[config.mk]
export PLATFORM = sky130hd
export DESIGN_NAME = data_memory_arbiter
export DESIGN_NICKNAME = d
export VERILOG_FILES = /design/src/rtl/riscx_pkg.sv /design/src/rtl/rr_arbiter2.sv /design/src/rtl/data_memory_arbiter.sv
export SDC_FILE = /design/constraint.sdc
export NUM_CORES = 1
export LEC_CHECK = 0
export BUFFER_PORTS_ARGS = -buffer_cell sky130_fd_sc_hd__buf_2
export CAP_MARGIN = 20
export CORE_MARGIN = 5
export CORE_UTILIZATION = 35
export DETAILED_ROUTE_END_ITERATION = 16
export PLACE_DENSITY = 0.66
export SETUP_SLACK_MARGIN = 0.5
export SLEW_MARGIN = 15
export SYNTH_ARGS = -nofsm -noshare
export SYNTH_HDL_FRONTEND = slang
export SYNTH_SLANG_ARGS = --single-unit
export TNS_END_PERCENT = 10
[constraint.sdc]
create_clock -name clock -period 2 [get_ports clock]
set_clock_uncertainty 0.1 [all_clocks]
set_input_delay 0 -clock clock [delete_from_list [all_inputs] [get_ports clock]]
set_output_delay 0 -clock clock [all_outputs]
set_load 0.1 [all_outputs]
[src/rtl/riscx_pkg.sv]
// riscx_pkg: shared data-memory map constants and the arbiter FSM state type
package riscx_pkg;
  localparam logic [31:0] DMEM_BASE  = 32'h1001_0000;
  localparam int          DMEM_DEPTH = 256;
  typedef enum logic [1:0] {IDLE, ACCESS, RESP} dmem_state_e;
endpackage

[src/rtl/rr_arbiter2.sv]
// rr_arbiter2: two-way round-robin grant; ports clock/reset_n, req_a/req_b requests, advance strobe, one-hot grant (bit0=A, bit1=B)
module rr_arbiter2 (
  input  logic       clock,
  input  logic       reset_n,
  input  logic       req_a,
  input  logic       req_b,
  input  logic       advance,
  output logic [1:0] grant
);
  logic last_b_q, last_b_d;
  always_comb begin
    grant    = req_a && req_b ? (last_b_q ? 2'b01 : 2'b10) : {req_b, req_a};
    last_b_d = advance && |grant ? grant[1] : last_b_q;
  end
  // Pointer resets to B so that A wins the first tie.
  always_ff @(posedge clock or negedge reset_n)
    if (!reset_n) last_b_q <= 1'b1;
    else          last_b_q <= last_b_d;
endmodule

[src/rtl/data_memory_arbiter.sv]
// data_memory_arbiter: round-robin arbitration of requesters A/B onto one data memory; ports: clock, reset_n, A/B request/response channels, m* memory strobes/address/data, mQ read data
module data_memory_arbiter
  import riscx_pkg::*;
#(
  parameter logic [31:0] BASE_ADDR   = DMEM_BASE,
  parameter int          DEPTH_WORDS = DMEM_DEPTH
) (
  input  logic        clock,
  input  logic        reset_n,
  input  logic        aValid,
  input  logic        aWrite,
  input  logic [31:0] aAddress,
  input  logic [31:0] aData,
  output logic        aReady,
  output logic        aRespValid,
  output logic        aError,
  output logic [31:0] aQ,
  input  logic        bValid,
  input  logic        bWrite,
  input  logic [31:0] bAddress,
  input  logic [31:0] bData,
  output logic        bReady,
  output logic        bRespValid,
  output logic        bError,
  output logic [31:0] bQ,
  output logic        mWrite,
  output logic        mRead,
  output logic [31:0] mAddress,
  output logic [31:0] mData,
  input  logic [31:0] mQ
);
  // One past the last valid byte, kept at 33 bits so the range never wraps.
  localparam logic [32:0] END_ADDR = {1'b0, BASE_ADDR} + 33'(4 * DEPTH_WORDS);
  dmem_state_e state_q, state_d;
  logic        wr_q, err_q, port_q;
  logic [31:0] addr_q, data_q, resp_q;
  logic        idle, accept, sel_wr, sel_err, access, resp;
  logic [31:0] sel_addr, sel_data;
  logic [1:0]  grant;
  // Gating with reset_n keeps ready low while reset is held.
  assign idle = state_q == IDLE && reset_n;
  rr_arbiter2 u_rr (
    .clock  (clock),
    .reset_n(reset_n),
    .req_a  (aValid & idle),
    .req_b  (bValid & idle),
    .advance(idle),
    .grant  (grant)
  );
  always_comb begin
    accept   = |grant;
    sel_wr   = grant[1] ? bWrite : aWrite;
    sel_addr = grant[1] ? bAddress : aAddress;
    sel_data = grant[1] ? bData : aData;
    sel_err  = sel_addr[1:0] != 2'b00 || sel_addr < BASE_ADDR || {1'b0, sel_addr} >= END_ADDR;
    state_d  = state_q == IDLE ? (accept ? ACCESS : IDLE) : state_q == ACCESS ? RESP : IDLE;
    access   = state_q == ACCESS;
    resp     = state_q == RESP;
    aReady   = grant[0];
    bReady   = grant[1];
    mWrite   = access && wr_q && !err_q;
    mRead    = access && !wr_q && !err_q;
    mAddress = access ? addr_q : 32'h0;
    mData    = access ? data_q : 32'h0;
    aRespValid = resp && !port_q;
    bRespValid = resp && port_q;
    aError   = aRespValid && err_q;
    bError   = bRespValid && err_q;
    aQ       = aRespValid ? resp_q : 32'h0;
    bQ       = bRespValid ? resp_q : 32'h0;
  end
  always_ff @(posedge clock or negedge reset_n)
    if (!reset_n) begin
      state_q <= IDLE;
      wr_q    <= 1'b0;
      err_q   <= 1'b0;
      port_q  <= 1'b0;
      addr_q  <= 32'h0;
      data_q  <= 32'h0;
      resp_q  <= 32'h0;
    end else begin
      state_q <= state_d;
      if (accept) begin
        wr_q   <= sel_wr;
        err_q  <= sel_err;
        port_q <= grant[1];
        addr_q <= sel_addr;
        data_q <= sel_data;
      end
      if (access) resp_q <= mRead ? mQ : 32'h0;
    end
endmodule

==> results.py, run 1 <==
metrics = {
    "run_status": {
        "violations": "hold timing",
        "status": "complete, but fails checks",
    },
    "timing": {
        "whs_ns": -0.319,
        "grt_setup_unrepaired": "true",
        "tightest_slew_ns": 0.774,
        "relSlewSlack_pct": 48.4,
        "finalCritPeriodShare_pct": 90.6,
        "finalCriticalPeriod_ns": 1.81,
        "finalHoldViolations": 46,
        "fmax_mhz": 552,
        "maxSlewViolCount": 0,
        "setup_violations": 0,
        "setup_ws_ns": 0.189,
        "setup_tns_ns": 0,
    },
    "cts": {
        "clk_pin_slew_ns": 0.07,
        "clock-sinks": 102,
        "clk_path_buf_depth": 2,
        "cts_buffers": 9,
        "cts_tree": "built",
        "holdBufCountCts": 164,
        "clock_latency_ns": 0.35,
        "htreeDepth": 3,
        "cts_root_buffer": "clkbuf_16",
    },
    "global_route": {
        "grt_pass1_vias": 7077,
        "grt_overflow": 0,
        "grt_use_total_pct": 27.7,
        "grt_antenna_before_repair": 1,
        "grt_max_degree": 57,
        "grt_pass1_wl_um": 38800,
    },
    "pwr": {
        "leakage_nw": 5.39,
        "ir_drop_uv": 678,
        "powerDensity_nw_per_um2": 1050,
        "finalPower_mw": 12.2,
    },
    "floorplan": {
        "dieArea_um2": 17600,
        "die_w_um": 133,
        "start_util_pct": 36.0,
        "fp.dieH_um": 133,
        "fp.coreArea_um2": 14600,
        "num_io_pins": 302,
        "row_count": 44,
    },
    "cells_and_area": {
        "area_delta_synth_final_pct": 120,
        "finish.net_count": 1215,
        "n_fill_cell": 793,
        "drive_above_1_share_pct": 46.0,
    },
    "detailed_routing": {
        "via_per_inst": 5.23,
        "ant_nets": 0,
        "vias": 6480,
        "wire_per_inst_um": 20.4,
        "routed_wl_um": 25400,
        "drtIter0Drc": 357,
        "drtPass1Iterations": 7,
        "route.detailed.drc": 0,
    },
    "logic_synthesis": {
        "synth_edf_count": 0,
        "synthesis.nets": 748,
        "ys_seq_area_share_pct": 48.5,
        "ys_warn_count": 0,
        "post-synth-top-count-cell": "and2_1",
        "ys_ff_latch": 102,
        "yosys.area.top_type_share_pct": 48.0,
        "yosysTopAreaCell": "dfrtp_1",
        "async_reset_ff_share_pct": 100,
        "synth_commonest_cells": "and2_1, dfrtp_1, nand2_1",
        "synthCells": 582,
        "syn_area_um2": 5270,
        "syn_avg_cell_area_um2": 9.06,
        "yosys-top-cells-area": "dfrtp_1, and2_1, nand2_1, a22o_1, a31oi_1",
        "ys.flop_type": "dfrtp_1",
        "synthDistinctLibCells": 29,
    },
    "flow_run": {
        "drv_cap": 0,
    },
    "setup_path": {
        "required_ns": 1.90,
        "worstReg2RegStart": "u_rr.last_b_q$_DFFE_PN1P_",
        "worst-setup-path-type": "flip-flop to output port",
        "r2r_end": "addr_q[7]$_DFFE_PN0N_",
        "worstPathMaxFanout": 17,
        "worstSetupStartpointType": "flip-flop",
        "r2r_setup_slack_ns": 0.24,
        "worst-r2r-cell-count": 6,
        "setup.worst_path.end_class": "output port",
        "cp.arrival_ns": 1.71,
    },
    "place": {
        "dp_slack_ns": 0.223,
        "port_buffers": 301,
        "dp_hpwl_um": 14300,
        "gp_congestion": 0.850,
    },
    "worst_hold_path": {
        "hold_path_class": "primary input to async pin",
    },
}
==> power breakdown <==
group | internal [mW] | switching (mW)
clock network | 1.17 | 0.818
logic | 2.74 | 4.25
registers | 2.77 | 0.415
==> layout by cell type, fill, tap and decap left out, types with 2 or more instances in the layout <==
cell / synthesis / routed
a21oi_1: 24 / 22
a21oi_2: 0 / 2
a22o_1: 32 / 32
a31oi_1: 41 / 41
and2_1: 130 / 20
and2_2: 0 / 57
and2_4: 0 / 53
buf_12: 0 / 140
buf_16: 0 / 2
buf_2: 16 / 164
buf_4: 1 / 20
buf_6: 1 / 5
buf_8: 0 / 3
bufinv_16: 0 / 2
clkbuf_16: 0 / 11
clkbuf_8: 0 / 2
clkinv_4: 0 / 2
dfrtp_1: 101 / 99
dfrtp_2: 0 / 2
diode_2: 0 / 2
dlygate4sd3_1: 0 / 164
inv_6: 0 / 2
mux2i_1: 24 / 22
mux2i_4: 0 / 2
nand2_1: 89 / 89
nand3_4: 0 / 2
nand4_1: 3 / 3
nor2_1: 65 / 61
nor2_2: 0 / 2
nor2_4: 0 / 2
nor3b_4: 1 / 2
nor4_1: 8 / 8
nor4b_1: 4 / 4
==> how the worst max path moves through the flow <==
stage / from / endpoint / slack [ns] / depth (start not counted)
finish: state_q[0]$_DFF_PN0_ / bQ[12] / 0.19 / 4
CTS: state_q[0]$_DFF_PN0_ / bQ[2] / 0.19 / 4
global route: state_q[0]$_DFF_PN0_ / mAddress[20] / 0.15 / 6
detailed placement: state_q[0]$_DFF_PN0_ / data_q[10]$_DFFE_PN0N_ / 0.22 / 6
floorplan: state_q[0]$_DFF_PN0_ / bQ[12] / 0.22 / 3
global placement: state_q[0]$_DFF_PN0_ / err_q$_DFFE_PN0N_ / 0.27 / 5
==> stage by stage <==
stage	instances	util, %	hold WS, ns	instance area, µm²
2_1_floorplan	582	-	-0.396	5460
3_3_place_gp	1040	60.5	0.0708	8860
3_5_place_dp	1040	60.5	0.0706	8860
4_1_cts	1227	77.5	-0.307	11400
5_1_grt	1239	79.1	-0.262	11600
6_report	1240	79.1	-0.319	11600
==> per-layer routing <==
metal / track usage, % / part of all wire (%)
met1: 30.3 / 37
met2: 49.5 / 51
met3: 7.10 / 7.3
met4: 13.9 / 4.6
met5: 0 / 0
==> cell type report <==
type | count | area (µm²) | area share [%]
diodes | 2 | 5.00 | 0.0432
clock buffers | 12 | 256 | 2.21
clock inverters | 4 | 77.6 | 0.669
inverters | 3 | 25.0 | 0.216
multi-input cells | 433 | 2820 | 24.3
flip-flops and latches | 102 | 2560 | 22.1
well taps | 184 | 230 | 1.99
repair buffers | 500 | 5620 | 48.5
==> flip-flops by register name, indices dropped and copies added (netlist names) <==
signal,flops
u_rr.last_b_q,1
err_q,1
data_q,32
resp_q,32
addr_q,32
state_q,2
port_q,1
wr_q,1
==> critical path, stage by stage, from the launching register on <==
cell and delay, ns:
dfrtp_2 0.45, and3b_2 0.35, buf_12 0.17, and2_1 0.19, buf_12 0.19
==> logic make-up after synthesis <==
family / count (synthesis) / share of synthesized area [%]
compound gates: 99 / 12.8
buf+inv: 48 / 4.04
flops: 102 / 48.5
mux: 24 / 4.56
simple gates: 309 / 30.1
==> timing repair <==
item | in CTS | in global routing
resized for setup | 138 | 29
setup buffers | 4 | 9
hold endpoints to repair | 144 | 46
cloned | 3 | 2
setup endpoints to repair | 237 | 236
pin swaps | 2 | 4
(Power assumes the default switching activity.)
==> run 2, diff against run 1 <==
- PLACE_DENSITY: 0.66 -> not set
- PLACE_DENSITY_LB_ADDON: not set -> 0.15
==> results.py, run 2 (synthesized netlist as in run 1, its figures left out) <==
metrics = {
    "run_status": {
        "status": "completed",
    },
    "global_route": {
        "grt_use_total_pct": 28.5,
        "grt_overflow": 0,
        "grt_pass1_wl_um": 39700,
        "grt_max_degree": 72,
        "grt_pass1_vias": 7293,
        "grt_antenna_before_repair": 3,
    },
    "floorplan": {
        "fp.coreArea_um2": 14600,
        "fp.dieH_um": 133,
        "start_util_pct": 36.0,
        "row_count": 44,
        "num_io_pins": 302,
        "die_w_um": 133,
        "dieArea_um2": 17600,
    },
    "timing": {
        "setup_violations": 0,
        "finalCritPeriodShare_pct": 90.5,
        "tightest_slew_ns": 0.948,
        "relSlewSlack_pct": 36.8,
        "finalCriticalPeriod_ns": 1.81,
        "maxSlewViolCount": 0,
        "grt_setup_unrepaired": "true",
        "finalHoldViolations": 0,
        "fmax_mhz": 553,
        "whs_ns": 0.0474,
        "setup_tns_ns": 0,
    },
    "detailed_routing": {
        "drtPass1Iterations": 4,
        "ant_nets": 0,
        "drtIter0Drc": 499,
        "routed_wl_um": 28000,
        "route.detailed.drc": 0,
        "vias": 6843,
        "via_per_inst": 5.42,
        "wire_per_inst_um": 22.2,
    },
    "cells_and_area": {
        "mostFrequentLayoutCells": "dlygate4sd3_1, buf_2, buf_12, dfrtp_1, nand2_1",
        "n_fill_cell": 771,
        "finish.net_count": 1237,
        "final_common_cell": "dlygate4sd3_1",
        "reg_top3": "addr_q x32, data_q x32, resp_q x32",
        "final_cells": 1263,
        "drive_above_1_share_pct": 49.4,
        "area_delta_synth_final_pct": 126,
    },
    "flow_run": {
        "drv_cap": 0,
    },
    "setup_path": {
        "setup.worst_path.end_class": "flip-flop",
        "worst-setup-path-type": "flip-flop to flip-flop",
        "cp.arrival_ns": 1.95,
        "worstSetupStartpointType": "flip-flop",
        "required_ns": 2.14,
        "worstPathMaxFanout": 10,
    },
    "pwr": {
        "powerDensity_nw_per_um2": 1040,
        "ir_drop_uv": 854,
        "leakage_nw": 5.58,
    },
    "cts": {
        "clock_latency_ns": 0.34,
        "clock-sinks": 102,
        "clk_path_buf_depth": 2,
        "htreeDepth": 3,
        "cts_buffers": 9,
        "clk_pin_slew_ns": 0.07,
        "cts_root_buffer": "clkbuf_16",
        "cts_tree": "built",
    },
    "place": {
        "place_inst": 1038,
        "gp_congestion": 0.879,
        "port_buffers": 301,
        "dp_hpwl_um": 14000,
    },
    "worst_hold_path": {
        "hold_path_class": "primary input to flip-flop",
    },
}
## run 2: cell count changes in the layout (fill, tap and decap cells not counted), sizes merged
cell	before	now
buf	334	349
clkbuf	14	21
bufbuf	0	1
bufinv	2	1
clkinv	2	3
diode	2	3
dlygate4sd3	164	165
inv	2	1
nand3	3	2
## run 2: final timing paths
kind                                            from                   endpoint  slack (ns)  cells after the start
max                             state_q[0]$_DFF_PN0_          err_q$_DFFE_PN0N_        0.19                      7
max in group asynchronous                    reset_n     data_q[29]$_DFFE_PN0N_        0.71                      4
min in group asynchronous                    reset_n     data_q[10]$_DFFE_PN0N_        0.16                      4
min                                     aAddress[18]          err_q$_DFFE_PN0N_        0.05                      4
min reg2reg                u_rr.last_b_q$_DFFE_PN1P_  u_rr.last_b_q$_DFFE_PN1P_        0.37                      2
max reg2reg                     state_q[0]$_DFF_PN0_          err_q$_DFFE_PN0N_        0.19                      7
## run 2: power breakdown
group	internal (mW)	total (mW)	switching [mW]
sequential	2.77	3.25	0.477
combinational	2.81	7.24	4.43
clock	1.10	1.88	0.772
total	6.68	12.4	5.68
## run 2: final cells by class
class                   count  area [µm²]  area share [%]
repair buffers            523        5860            49.1
multi-input cells         432        2930            24.6
flip-flops and latches    102        2560            21.4
clock buffers              13         280            2.35
well taps                 184         230            1.93
clock inverters             3        40.0           0.336
inverters                   3        27.5           0.231
diodes                      3        7.51          0.0629
## run 2: repair_timing
action / CTS / global route
setup buffers: 11 / 8
pin swaps: 18 / 7
resized for setup: 238 / 87
hold buffers: 166 / 0
cloned: 10 / 11
setup endpoints to repair: 235 / 248
endpoints found under the hold margin: 130 / 0
## run 2: routing by layer
metal	global-route usage (%)	part of all wire [%]	vias to the layer above	routed length [µm]
li1	-	-	2945	-
met2	48.8	50	482	13900
met4	17.9	7.1	0	1990
met1	31.5	34	3255	9600
met5	0	0	-	0
met3	7.63	9.0	161	2510
## run 2: worst max-delay path, stage by stage (launching register included)
cell and delay (ns):
dfrtp_2 0.47, nor3b_4 0.24, buf_6 0.14, nand3_4 0.08, buf_12 0.17, clkbuf_2 0.15, a211o_1 0.24, o221a_2 0.12
## run 2: metrics by stage
| stage | area (µm²) | total power, mW | setup slack (ns) | util [%] |
|---|---|---|---|---|
| 2_1_floorplan | 5460 | 7.07 | 0.218 | - |
| 3_3_place_gp | 8240 | 8.06 | 0.297 | 56.3 |
| 3_5_place_dp | 8240 | 8.16 | 0.214 | 56.3 |
| 4_1_cts | 11300 | 11.6 | 0.193 | 77.1 |
| 5_1_grt | 11900 | 12.8 | 0.130 | 81.5 |
| 6_report | 11900 | 12.4 | 0.191 | 81.5 |
